$ cat src/rtl/processor_nbit.sv
// processor_nbit: small multi-cycle accumulator-style processor.
//
// Each instruction runs FETCH (imem_en pulse), WAIT (until imem_ready),
// then a single EXEC cycle. IN parks in INWAIT until a fresh key press.
// HALT parks in HALT until reset.
//
// Parameters:
//   DATA_W  datapath / register width (4..16)
//   ADDR_W  program address width (2..8)
//   NREG    register count (power of 2, 2..16)
//
// Ports:
//   clk, reset_p          rising-edge clock, synchronous active-high reset
//   imem_addr / imem_en   fetch address (always pc) and fetch request
//   imem_rdata/imem_ready instruction word and its valid strobe
//   key_value / key_valid keypad code and key-present level
//   kout                  last key accepted by IN
//   outreg_data/out_valid last OUT value and its one-cycle strobe
//   halted                high while in HALT
module processor_nbit #(
    parameter int DATA_W = 8,
    parameter int ADDR_W = 8,
    parameter int NREG   = 4
) (
    input  logic              clk,
    input  logic              reset_p,
    output logic [ADDR_W-1:0] imem_addr,
    output logic              imem_en,
    input  logic [15:0]       imem_rdata,
    input  logic              imem_ready,
    input  logic [3:0]        key_value,
    input  logic              key_valid,
    output logic [3:0]        kout,
    output logic [DATA_W-1:0] outreg_data,
    output logic              out_valid,
    output logic              halted
);
    localparam int RIDX_W = (NREG > 1) ? $clog2(NREG) : 1;

    localparam logic [2:0] S_FETCH  = 3'd0;
    localparam logic [2:0] S_WAIT   = 3'd1;
    localparam logic [2:0] S_EXEC   = 3'd2;
    localparam logic [2:0] S_INWAIT = 3'd3;
    localparam logic [2:0] S_HALT   = 3'd4;

    localparam logic [3:0] OP_LDI  = 4'h1;
    localparam logic [3:0] OP_MOV  = 4'h2;
    localparam logic [3:0] OP_ADD  = 4'h3;
    localparam logic [3:0] OP_SUB  = 4'h4;
    localparam logic [3:0] OP_AND  = 4'h5;
    localparam logic [3:0] OP_OR   = 4'h6;
    localparam logic [3:0] OP_IN   = 4'h7;
    localparam logic [3:0] OP_OUT  = 4'h8;
    localparam logic [3:0] OP_JMP  = 4'h9;
    localparam logic [3:0] OP_JZ   = 4'hA;
    localparam logic [3:0] OP_JN   = 4'hB;
    localparam logic [3:0] OP_HALT = 4'hC;

    logic [2:0]        state_q, state_d;
    logic [ADDR_W-1:0] pc_q, pc_d;
    logic [15:0]       ir_q, ir_d;
    logic              zero_flag_q, zero_flag_d;
    logic              sign_flag_q, sign_flag_d;
    logic              carry_flag_q, carry_flag_d;
    logic [DATA_W-1:0] outreg_q, outreg_d;
    logic              out_valid_q, out_valid_d;
    logic [3:0]        kout_q, kout_d;
    logic              key_prev_q;

    logic [DATA_W-1:0] rf_q [NREG];
    logic              rf_we;
    logic [RIDX_W-1:0] rf_waddr;
    logic [DATA_W-1:0] rf_wdata;

    logic [3:0]        opcode;
    logic [RIDX_W-1:0] rd_idx, rs_idx;
    logic [DATA_W-1:0] rd_val, rs_val, imm_val, key_ext;
    logic [DATA_W:0]   sum_ext, diff_ext;
    logic [DATA_W-1:0] alu_res;
    logic              alu_upd;
    logic              key_rise;

    assign opcode  = ir_q[15:12];
    assign rd_idx  = ir_q[8 +: RIDX_W];
    assign rs_idx  = ir_q[RIDX_W-1:0];
    // Reads see the register file before this cycle's write, so rd==rs
    // operations naturally use the old value.
    assign rd_val  = rf_q[rd_idx];
    assign rs_val  = rf_q[rs_idx];
    assign imm_val = DATA_W'(ir_q[7:0]);
    assign key_ext = DATA_W'(key_value);
    // The extra top bit is carry-out for ADD and borrow for SUB.
    assign sum_ext  = {1'b0, rd_val} + {1'b0, rs_val};
    assign diff_ext = {1'b0, rd_val} - {1'b0, rs_val};
    // Only a 0->1 transition counts, so a key held from before INWAIT is ignored.
    assign key_rise = key_valid & ~key_prev_q;

    always_comb begin
        state_d      = state_q;
        pc_d         = pc_q;
        ir_d         = ir_q;
        zero_flag_d  = zero_flag_q;
        sign_flag_d  = sign_flag_q;
        carry_flag_d = carry_flag_q;
        outreg_d     = outreg_q;
        out_valid_d  = 1'b0;
        kout_d       = kout_q;
        rf_we        = 1'b0;
        rf_waddr     = rd_idx;
        rf_wdata     = '0;
        alu_res      = '0;
        alu_upd      = 1'b0;
        case (state_q)
            S_FETCH: state_d = S_WAIT;
            S_WAIT: begin
                if (imem_ready) begin
                    ir_d    = imem_rdata;
                    pc_d    = pc_q + ADDR_W'(1);
                    state_d = S_EXEC;
                end
            end
            S_EXEC: begin
                state_d = S_FETCH;
                case (opcode)
                    OP_LDI: begin rf_we = 1'b1; rf_wdata = imm_val; end
                    OP_MOV: begin rf_we = 1'b1; rf_wdata = rs_val; end
                    OP_ADD: begin
                        alu_res      = sum_ext[DATA_W-1:0];
                        carry_flag_d = sum_ext[DATA_W];
                        alu_upd      = 1'b1;
                    end
                    OP_SUB: begin
                        alu_res      = diff_ext[DATA_W-1:0];
                        carry_flag_d = diff_ext[DATA_W];
                        alu_upd      = 1'b1;
                    end
                    OP_AND: begin alu_res = rd_val & rs_val; alu_upd = 1'b1; end
                    OP_OR:  begin alu_res = rd_val | rs_val; alu_upd = 1'b1; end
                    OP_IN:  state_d = S_INWAIT;
                    OP_OUT: begin outreg_d = rd_val; out_valid_d = 1'b1; end
                    OP_JMP: pc_d = ir_q[ADDR_W-1:0];
                    OP_JZ:  if (zero_flag_q) pc_d = ir_q[ADDR_W-1:0];
                    OP_JN:  if (sign_flag_q) pc_d = ir_q[ADDR_W-1:0];
                    OP_HALT: state_d = S_HALT;
                    default: ;
                endcase
                if (alu_upd) begin
                    rf_we       = 1'b1;
                    rf_wdata    = alu_res;
                    zero_flag_d = (alu_res == '0);
                    sign_flag_d = alu_res[DATA_W-1];
                end
            end
            S_INWAIT: begin
                if (key_rise) begin
                    rf_we    = 1'b1;
                    rf_wdata = key_ext;
                    kout_d   = key_value;
                    state_d  = S_FETCH;
                end
            end
            S_HALT:  state_d = S_HALT;
            default: state_d = S_FETCH;
        endcase
    end

    always_ff @(posedge clk) begin
        if (reset_p) begin
            state_q      <= S_FETCH;
            pc_q         <= '0;
            ir_q         <= '0;
            zero_flag_q  <= 1'b0;
            sign_flag_q  <= 1'b0;
            carry_flag_q <= 1'b0;
            outreg_q     <= '0;
            out_valid_q  <= 1'b0;
            kout_q       <= '0;
            key_prev_q   <= 1'b0;
        end else begin
            state_q      <= state_d;
            pc_q         <= pc_d;
            ir_q         <= ir_d;
            zero_flag_q  <= zero_flag_d;
            sign_flag_q  <= sign_flag_d;
            carry_flag_q <= carry_flag_d;
            outreg_q     <= outreg_d;
            out_valid_q  <= out_valid_d;
            kout_q       <= kout_d;
            key_prev_q   <= key_valid;
        end
    end

    // One flop bank per register; all cleared together on reset.
    for (genvar gi = 0; gi < NREG; gi++) begin : g_rf
        always_ff @(posedge clk) begin
            if (reset_p)
                rf_q[gi] <= '0;
            else if (rf_we && (rf_waddr == RIDX_W'(gi)))
                rf_q[gi] <= rf_wdata;
        end
    end

    assign imem_addr   = pc_q;
    assign imem_en     = (state_q == S_FETCH);
    assign halted      = (state_q == S_HALT);
    assign kout        = kout_q;
    assign outreg_data = outreg_q;
    assign out_valid   = out_valid_q;
endmodule
$ cat config.mk
export PLATFORM = sky130hd
export DESIGN_NAME = processor_nbit
export DESIGN_NICKNAME = d
export VERILOG_FILES = /design/src/rtl/processor_nbit.sv
export SDC_FILE = /design/constraint.sdc
export NUM_CORES = 1
export LEC_CHECK = 0
export CORE_UTILIZATION = 50
export CTS_CLUSTER_SIZE = 24
export DETAILED_ROUTE_END_ITERATION = 10
export PLACE_DENSITY = 0.68
export SYNTH_ARGS = -nofsm -noshare
export SYNTH_HDL_FRONTEND = slang
export SYNTH_SLANG_ARGS = --single-unit
$ cat constraint.sdc
create_clock -name clk -period 6.4 [get_ports clk]
set_clock_uncertainty 0.1 [all_clocks]
set_input_delay 0.96 -clock clk [delete_from_list [all_inputs] [get_ports clk]]
set_output_delay 0.96 -clock clk [all_outputs]
set_load 0.02 [all_outputs]
==> summary.txt, run 1 <==
Synthesis
  – Share of the synthesized area in the top cell type: 22.6%
  – Synth unique cells: 56
  – Synth Area in XOR/XNOR: 2.17%
  – #FFs+latches synth: 77
  – Synth cell count leaders: nor2_1 (66), nand2_1 (51), dfxtp_1 (45), edfxtp_1 (32), o21ai_0 (24)
  – Cell taking the most area after synthesis: edfxtp_1
  – EDFF count, synth: 32
  – Yosys warning count: 0
  – Synth Area in Adders: 3.70%
  – Register area share after synthesis: 43.7%
  – Largest family of logic cells by synthesized area: simple AND/OR/NAND/NOR gates
  – Most instantiated library cell after synthesis: nor2_1
  – Simple-Gate Fraction of Synth Area: 17.8%
  – Top_reg_cell synth: dfxtp_1
  – Leading post-synthesis cells by cell area: edfxtp_1 (23%), dfxtp_1 (21%), nor2_1 (5.8%)
  – Post-Syn Area per Cell: 9.68 um2
  – Synth Area in Compound Gates: 16.9%
  – Fraction of registers with async set/reset: 0%
  – Post-synthesis mux area share: 12.3%
  – Syn Std Cell Area: 4260 um2
  – Cells after Synth: 440
  – Syn_nets: 476

Clock tree
  – Post-CTS Setup Inserts: 0
  – CTS Buffer Depth: 2
  – Worst-path clk slew: 0.08 ns
  – Hold-fix buffers, CTS: 0
  – Inserted Clock Buffers: 9
  – Post-cts repair resize count: 0
  – CTS tree: done
  – Clock sinks: 77
  – Clk root buf: clkbuf_8
  – Clk_lat worst skew: 0.35 ns
  – Clock H-tree levels: 3

Critical path
  – R2R Setup Slk: 2.21 ns
  – CP Cell Sequence: mux4_1 > inv_1 > ha_1 > inv_1 > o31ai_1 > xor2_1 > ha_1 > nand4_1 > o211ai_1 > xnor3_1 > o211ai_1 > o21ai_2 > nor2_1
  – Critical path required time: 6.51 ns
  – R2R cell count: 13
  – Kind of critical path: reg -> reg
  – CP peak stage delay: 0.76 ns
  – Crit start category: register
  – Slowest cell on crit path: mux4_1
  – Worst Path Max Fanout: 8
  – Worst endpoint data arrival time: 4.30 ns
  – FF-to-FF End: rf_q[3][7]
  – CP endpoint kind: register

Finish
  – Area grow syn2layout: 17.1%
  – Ratio of cells with drive above 1 in the final layout: 7.32%
  – Final net count: 509
  – Ant diodes: 0
  – Fillcell total: 729

Timing
  – Fmax achieved: 239 MHz
  – Max Slew Vio Count: 0
  – # setup viols final: 0
  – Hold Vio Cnt, Final: 0
  – Tcrit/Tclk final: 65.5%
  – Worst slew pin tran: 1.18 ns
  – Setup TNS: 0 ns
  – Slew HR: 20.0%
  – Unrepaired setup endpoints after global routing: no
  – Final Critical Period: 4.19 ns

Routing
  – Total length of routed wires: 10.4 mm
  – Initial DRT Pass Iterations: 4
  – Post-DRT Antenna Nets: 0
  – Drt via density: 5.91
  – Via Count: 3447
  – WL/cell: 17.8 um
  – Residual DRC: 0
  – 1st-iter DRT viols: 264

Place
  – RD Place Congestion: 0.867
  – Port Buf Inserts: 44
  – HPWL after DPL: 7.53 mm

Die
  – Die ar.: 8890 um2
  – I/O pins: 47
  – Die width: 94.3 um
  – Die H: 94.3 um
  – Area of the core: 8220 um2
  – Initial Util: 51.8%
  – Std cell rows: 33

Global routing
  – Pin count of the biggest net entering global routing: 48
  – Vias in the first global route: 3335
  – Initial antenna violation count: 0
  – GRT overflow: 0
  – First-pass GRT wire length: 16.7 mm
  – GRT Total Usage: 25.3%

Flow run
  – Max-cap violations: 0

Worst hold path
  – Hold endpoint: sign_flag_q
  – Worst hold path stage count: 2
  – Worst hold path class: reg -> reg
  – Worst hold start: sign_flag_q

Power and ir drop
  – P_leak: 1.77 nW
  – Maximum VDD drop: 167 uV
  – Pwr/cell area: 228 nW/um2
  – Tot Pwr: 1.14 mW

Outcome
  – Status: completed
==> placed cells by master (no fill, tap or decap), drive strengths merged, types with 11 or more instances in the layout <==
master,instances
nor2,66
nand2,51
dfxtp,45
clkdlybuf4s50,44
edfxtp,32
o21ai,26
a21oi,23
a22oi,19
mux4,16
mux2i,14
clkbuf,14
a21o,12
ha,11
==> worst max-delay path by stage <==
stage                   from          to  slack [ns]
global route        register  rf_q[3][7]        1.90
detailed placement  register  rf_q[3][7]        2.20
CTS                 register  rf_q[3][7]        2.19
finish              register  rf_q[3][7]        2.21
floorplan           register  rf_q[0][7]        2.90
global placement    register  rf_q[1][7]        2.29
==> stage by stage <==
stage	setup slack (ns)	hold WS, ns	util [%]	cell area (um2)	cells
final	2.21	0.393	60.7	4990	583
after global routing	1.90	0.420	60.7	4990	583
after CTS	2.19	0.390	60.7	4990	583
after detailed placement	2.20	0.378	58.0	4760	567
after global placement	2.29	0.367	58.0	4760	567
after floorplan	2.90	0.348	-	4260	440
==> routing by layer <==
metal / part of all wire, % / track usage (%) / vias to the layer above
met1: 45 / 35.1 / 1652
met2: 47 / 40.0 / 104
met5: 0 / 0 / -
met3: 6.1 / 5.02 / 15
li1: - / - / 1676
met4: 1.5 / 7.44 / 0
==> report_power, final <==
part	switching (mW)	internal, mW	leakage, nW
clock	0.173	0.229	0.111
combinational	0.104	0.0881	0.959
sequential	0.0193	0.526	0.696
total	0.297	0.843	1.77
==> flip-flops by register name, indices dropped and copies added, names as in the netlist, 3 cells and up, named ones only <==
| name | flops |
|---|---|
| outreg_data | 8 |
| ir_q | 14 |
| imem_addr | 8 |
| state_q | 3 |
| kout | 4 |
| rf_q | 32 |
==> layout make-up <==
| class | instances | area [um2] | share of cell area, % |
|---|---|---|---|
| multi-input combinational | 326 | 2250 | 45.2 |
| inverter | 10 | 37.5 | 0.753 |
| clock buffer | 14 | 185 | 3.71 |
| sequential | 77 | 1860 | 37.3 |
| clock inverter | 2 | 38.8 | 0.778 |
| timing repair buffer | 49 | 478 | 9.58 |
| tap | 105 | 131 | 2.63 |
==> cells by family (layout without fill, tap and decap cells) <==
kind of cell,count (synthesis),count (layout)
flops,77,77
xor+xnor,9,9
mux,30,30
simple gates,166,166
buf+inv,37,75
compound gates,109,109
fa+ha+maj,12,12
==> critical path, delay by kind of cell (launching register included) <==
family / cells / cell delay [ns]
compound gates: 4 / 1.07
xor+xnor: 2 / 0.54
fa+ha+maj: 2 / 0.55
buf+inv: 2 / 0.20
flops: 1 / 0.61
mux: 1 / 0.76
simple gates: 2 / 0.23
Note: power is estimated with default switching activity, not from simulation.
==> run 2, diff against run 1 <==
==> constraint.sdc (replaced) <==
create_clock -name clk -period 4 [get_ports clk]
set_clock_uncertainty 0.1 [all_clocks]
set_input_delay 0.6 -clock clk [delete_from_list [all_inputs] [get_ports clk]]
set_output_delay 0.6 -clock clk [all_outputs]
set_load 0.02 [all_outputs]
==> run 2 against run 1 <==
Die area is the same. Clock power is 57% higher. Routed wire length up 2.4%. First-iteration DRC count shrank 19%. Maximum frequency increased by 11%. Final cell count grew 3.3%. Via count is 3.6% higher. Worst hold slack lost 0.013 ns. Largest cell class unchanged.
==> summary.txt, run 2 (synthesis results as in run 1) <==
Critical path
  – Worst endpoint data arrival time: 3.79 ns
  – Critical path required time: 4.01 ns
  – CP endpoint kind: register
  – Kind of critical path: reg -> reg
  – Crit start category: register
  – Worst Path Max Fanout: 6

Global routing
  – GRT overflow: 0
  – First-pass GRT wire length: 16.6 mm
  – Pin count of the biggest net entering global routing: 41
  – Vias in the first global route: 3164
  – GRT Total Usage: 25.1%
  – Initial antenna violation count: 0

Timing
  – Hold Vio Cnt, Final: 0
  – Unrepaired setup endpoints after global routing: no
  – Slew HR: 33.4%
  – Final Critical Period: 3.78 ns
  – Fmax achieved: 265 MHz
  – # setup viols final: 0
  – Setup TNS: 0 ns
  – Tcrit/Tclk final: 94.5%
  – Max Slew Vio Count: 0
  – Worst slew pin tran: 0.995 ns

Routing
  – Met1 Routed Length: 4.84 mm
  – Drt via density: 5.93
  – 1st-iter DRT viols: 213
  – Total length of routed wires: 10.6 mm
  – Via Count: 3570
  – Initial DRT Pass Iterations: 5
  – WL/cell: 17.6 um
  – Met2 wire length: 5.06 mm
  – Residual DRC: 0
  – Post-DRT Antenna Nets: 0
  – Top Metal Used: met4
  – Met3 Wirelength: 563 um

Outcome
  – Status: completed

Die
  – I/O pins: 47
  – Std cell rows: 33
  – Die width: 94.3 um
  – Die ar.: 8890 um2
  – Die H: 94.3 um
  – Initial Util: 51.8%
  – Area of the core: 8220 um2

Place
  – RD Place Congestion: 0.876
  – Placed cells: 586
  – Dpl cell area: 4910 um2
  – Port Buf Inserts: 44
  – HPWL after DPL: 7.81 mm

Power and ir drop
  – Sw Share: 29.1%
  – Internal: 1.30 mW
  – Clock power share: 34.5%
  – P_leak: 1.85 nW
  – Pwr/cell area: 357 nW/um2
  – Comb pwr share: 18.2%
  – Maximum VDD drop: 278 uV
  – Sequential Power Share: 47.3%
  – Switching Power: 0.531 mW

Clock tree
  – CTS tree: done
  – Clk_lat worst skew: 0.36 ns
  – CTS Buffer Depth: 2
  – Hold-fix buffers, CTS: 0
  – Inserted Clock Buffers: 9
  – Clk root buf: clkbuf_8
  – Clock H-tree levels: 3
  – Worst-path clk slew: 0.09 ns
  – Clock sinks: 77

Finish
  – Fin cells: 602
  – Biggest registers after layout: rf_q: 32 flops, ir_q: 14 flops
  – Ratio of cells with drive above 1 in the final layout: 12.1%
  – Final net count: 528
  – Reg with most FFs: rf_q
  – Max reg flops: 32
  – Commonest non-fill, non-tap cell in the layout: nor2_1
  – Commonest cells after routing, fill and taps aside: nor2_1 (66), nand2_1 (51), dfxtp_1 (44), clkdlybuf4s50_1 (44), edfxtp_1 (32)
  – Fillcell total: 711
  – Area grow syn2layout: 20.3%
  – Fin area: 5120 um2
  – Ant diodes: 0

Worst hold path
  – Worst hold path class: reg -> reg

Flow run
  – Max-cap violations: 0
## run 2: cell types whose count changed in the layout (fill, tap and decap cells not counted), moves of 2 or more
cell,before,now
buf_4,5,24
clkbuf_1,3,0
clkbuf_16,2,0
inv_6,0,2
## run 2: path summary, 6_finish.rpt
| check | slack [ns] | cells past startpoint | from | endpoint |
|---|---|---|---|---|
| max reg2reg | 0.22 | 14 | register | rf_q[3][7] |
| min | 0.38 | 2 | ir_q[8] | register |
| min reg2reg | 0.38 | 2 | ir_q[8] | register |
| max | 0.22 | 14 | register | rf_q[3][7] |
## run 2: layer usage
metal	vias to the layer above	GRT usage, %
met1	1734	35.4
met5	-	0
met3	11	4.37
met2	105	39.4
met4	0	7.44
li1	1720	-
## run 2: final cells by class
class	count	area, um2	share of cell area, %
inverter	10	37.5	0.733
tap	105	131	2.56
sequential	77	1860	36.4
clock buffer	9	124	2.42
multi-input combinational	326	2260	44.0
timing repair buffer	68	621	12.1
clock inverter	7	91.3	1.78
## run 2: through the flow
step / setup slack [ns] / hold slack (ns) / total power [mW] / util, %
3_3_place_gp: 0.163 / 0.368 / 1.20 / 59.7
5_1_grt: 0.0151 / 0.408 / 1.90 / 62.4
3_5_place_dp: 0.0896 / 0.375 / 1.21 / 59.7
6_report: 0.220 / 0.380 / 1.83 / 62.4
2_1_floorplan: 0.499 / 0.348 / 1.10 / -
4_1_cts: 0.0819 / 0.382 / 1.84 / 62.3
## run 2: power groups by stage
stage | Combinational, mW | Sequential, mW | Clock [mW]
global placement | 0.322 | 0.880 | 0
global route | 0.362 | 0.868 | 0.673
floorplan | 0.232 | 0.871 | 0
CTS | 0.327 | 0.863 | 0.647
finish | 0.332 | 0.864 | 0.631
detailed placement | 0.325 | 0.882 | 0
## run 2: what timing repair did
action                     CTS  global route
setup endpoints to repair    0            18
setup buffers                0             0
gates resized for setup      0             4
## run 2: worst max-delay path, cell delays in order, from the launching register on
cell,delay (ns)
dfxtp_2,0.44
buf_4,0.17
mux4_2,0.52
o31ai_2,0.30
nand2_1,0.10
xnor2_1,0.14
ha_1,0.36
a21o_1,0.19
a21oi_1,0.14
o211ai_1,0.13
xnor3_1,0.38
o211ai_1,0.09
buf_4,0.16
o21ai_2,0.22
nor2_1,0.08
==> run 3, diff against run 2 <==
--- a/config.mk
+++ b/config.mk
@@ -5,6 +5,7 @@
 export SDC_FILE = /design/constraint.sdc
 export NUM_CORES = 1
 export LEC_CHECK = 0
+export CORE_ASPECT_RATIO = 1.5
 export CORE_UTILIZATION = 50
 export CTS_CLUSTER_SIZE = 24
 export DETAILED_ROUTE_END_ITERATION = 10
==> run 3 against run 2 <==
Worst hold slack better by 0.0098 ns. Routed wire length is 8.5% higher. Register-to-register slack worse by 0.02 ns. Die area hardly changed. Sequential share of layout area is 0.47 points lower. Critical path type unchanged. Critical endpoint unchanged. Highest routed layer unchanged.
==> summary.txt, run 3 (synthesis results as in run 1) <==
Timing
  – Slew HR: 36.5%
  – Fmax achieved: 263 MHz
  – Hold Worst Slack: 0.390 ns
  – Final Critical Period: 3.80 ns
  – Worst slew pin tran: 0.949 ns
  – # setup viols final: 0
  – Max Slew Vio Count: 0
  – Unrepaired setup endpoints after global routing: no
  – Tcrit/Tclk final: 94.9%
  – Setup TNS: 0 ns
  – Hold Vio Cnt, Final: 0

Flow run
  – Max-cap violations: 0

Die
  – Initial Util: 52.5%
  – Die H: 115 um
  – Die width: 77.4 um
  – Std cell rows: 40
  – Area of the core: 8110 um2
  – I/O pins: 47
  – Die ar.: 8900 um2

Global routing
  – Pin count of the biggest net entering global routing: 30
  – Vias in the first global route: 3619
  – Grt met3 use: 4.44%
  – GR peak layer: met2
  – Global-route met1 utilization: 32.2%
  – Met2 usage: 48.8%
  – GRT overflow: 0
  – GRT Total Usage: 27.3%
  – Initial antenna violation count: 0
  – First-pass GRT wire length: 18.3 mm

Clock tree
  – Clk root buf: clkbuf_16
  – Worst-path clk slew: 0.06 ns
  – Clock H-tree levels: 3
  – CTS tree: done
  – Inserted Clock Buffers: 9
  – Hold-fix buffers, CTS: 0
  – Clk_lat worst skew: 0.33 ns
  – CTS Buffer Depth: 2
  – Clock sinks: 77

Critical path
  – FF-to-FF End: rf_q[3][7]
  – Worst Path Max Fanout: 5
  – R2R Setup Slk: 0.20 ns
  – CP endpoint kind: register
  – CP Cell Sequence: buf_4 > mux4_1 > o21ai_0 > nand2_1 > xnor2_1 > ha_1 > a21o_1 > a21oi_1 > o211ai_1 > xnor3_1 > o211ai_1 > buf_4 > o21ai_4 > nor2_1
  – CP peak stage delay: 0.66 ns
  – Kind of critical path: reg -> reg
  – Crit start category: register
  – Crit-path leading delay family: compound AO/OA/AOI/OAI gates
  – R2R cell count: 14
  – Slowest cell on crit path: mux4_1
  – Critical path required time: 3.97 ns
  – Worst Path Buf+Inv: 2
  – Worst endpoint data arrival time: 3.77 ns

Routing
  – Drt via density: 6.06
  – Residual DRC: 0
  – 1st-iter DRT viols: 316
  – Initial DRT Pass Iterations: 6
  – Post-DRT Antenna Nets: 0
  – WL/cell: 19.1 um
  – Total length of routed wires: 11.5 mm
  – Via Count: 3650

Worst hold path
  – Worst hold path class: reg -> reg
  – Worst hold path stage count: 2
  – Hold endpoint: outreg_data[2]
  – Worst hold start: outreg_data[2]

Power and ir drop
  – Comb pwr share: 16.9%
  – P_leak: 1.88 nW
  – Internal: 1.47 mW
  – Clock power share: 39.4%
  – Sequential Power Share: 43.7%
  – Switching Power: 0.511 mW
  – Sw Share: 25.7%
  – Maximum VDD drop: 319 uV
  – Pwr/cell area: 382 nW/um2

Finish
  – Final core occ: 64.0%
  – Max reg flops: 32
  – Fillcell total: 693
  – Final net count: 528
  – Biggest registers after layout: rf_q: 32 flops, ir_q: 14 flops
  – Ratio of cells with drive above 1 in the final layout: 11.5%
  – Ant diodes: 0
  – Commonest non-fill, non-tap cell in the layout: nor2_1
  – Area grow syn2layout: 21.9%
  – Commonest cells after routing, fill and taps aside: nor2_1 (66), nand2_1 (51), dfxtp_1 (44), clkdlybuf4s50_1 (44), edfxtp_1 (32)
  – Reg with most FFs: rf_q

Place
  – Port Buf Inserts: 44
  – HPWL after DPL: 8.45 mm
  – RD Place Congestion: 0.891

Outcome
  – Status: completed
==> run 3: cell count changes in the layout (fill, tap and decap cells not counted), sizes merged <==
cell,delta
clkbuf,+2
clkinv,+1
inv,-3
==> run 3: how the worst max path moves through the flow <==
stage            endpoint  depth (start not counted)
4_1_cts        rf_q[0][7]                         15
3_5_place_dp   rf_q[0][7]                         13
6_report       rf_q[3][7]                         14
2_1_floorplan  rf_q[0][7]                         14
3_3_place_gp   rf_q[1][7]                         13
5_1_grt        rf_q[0][7]                         14
==> run 3: timing repair <==
item	in CTS	in global routing
resized for setup	0	4
setup endpoints to repair	4	22
pin swaps	1	0
gates cloned	0	0
setup buffers	1	0
==> run 3: worst reg2reg max path, delay by kind of cell, from the launching register on <==
family / cells / cell delay, ns
AOI/OAI and AO/OA: 6 / 0.99
buffers and inverters: 2 / 0.36
muxes: 1 / 0.66
DFF: 1 / 0.39
and+or+nand+nor: 2 / 0.15
xor gates and xnor gates: 2 / 0.58
adders and majority gates: 1 / 0.31
==> run 3: final cells by class <==
class | count | area, um2 | area share, %
clock buffer | 11 | 233 | 4.48
multi-input combinational | 326 | 2250 | 43.4
clock inverter | 5 | 51.3 | 0.988
tap | 105 | 131 | 2.53
inverter | 10 | 37.5 | 0.723
timing repair buffer | 68 | 621 | 12.0
sequential | 77 | 1860 | 35.9
==> run 3: power groups by stage <==
stage / sequential (mW) / clock [mW] / combinational (mW)
global route: 0.871 / 0.826 / 0.368
CTS: 0.866 / 0.791 / 0.333
detailed placement: 0.883 / 0 / 0.329
global placement: 0.881 / 0 / 0.327
floorplan: 0.871 / 0 / 0.232
finish: 0.867 / 0.783 / 0.336
==> run 3: stage by stage <==
| stage | power, mW | area [um2] | setup slack, ns | instances |
|---|---|---|---|---|
| global placement | 1.21 | 4900 | 0.0760 | 585 |
| finish | 1.99 | 5190 | 0.202 | 602 |
| floorplan | 1.10 | 4260 | 0.499 | 440 |
| global route | 2.06 | 5190 | 0.00502 | 602 |
| CTS | 1.99 | 5190 | 0.0432 | 602 |
| detailed placement | 1.21 | 4900 | -0.00527 | 585 |
==> run 3: routing by layer <==
metal	vias to the layer above	wire, um
li1	1718	-
met1	1795	4700
met2	114	6000
met3	23	507
met4	0	293
met5	-	0
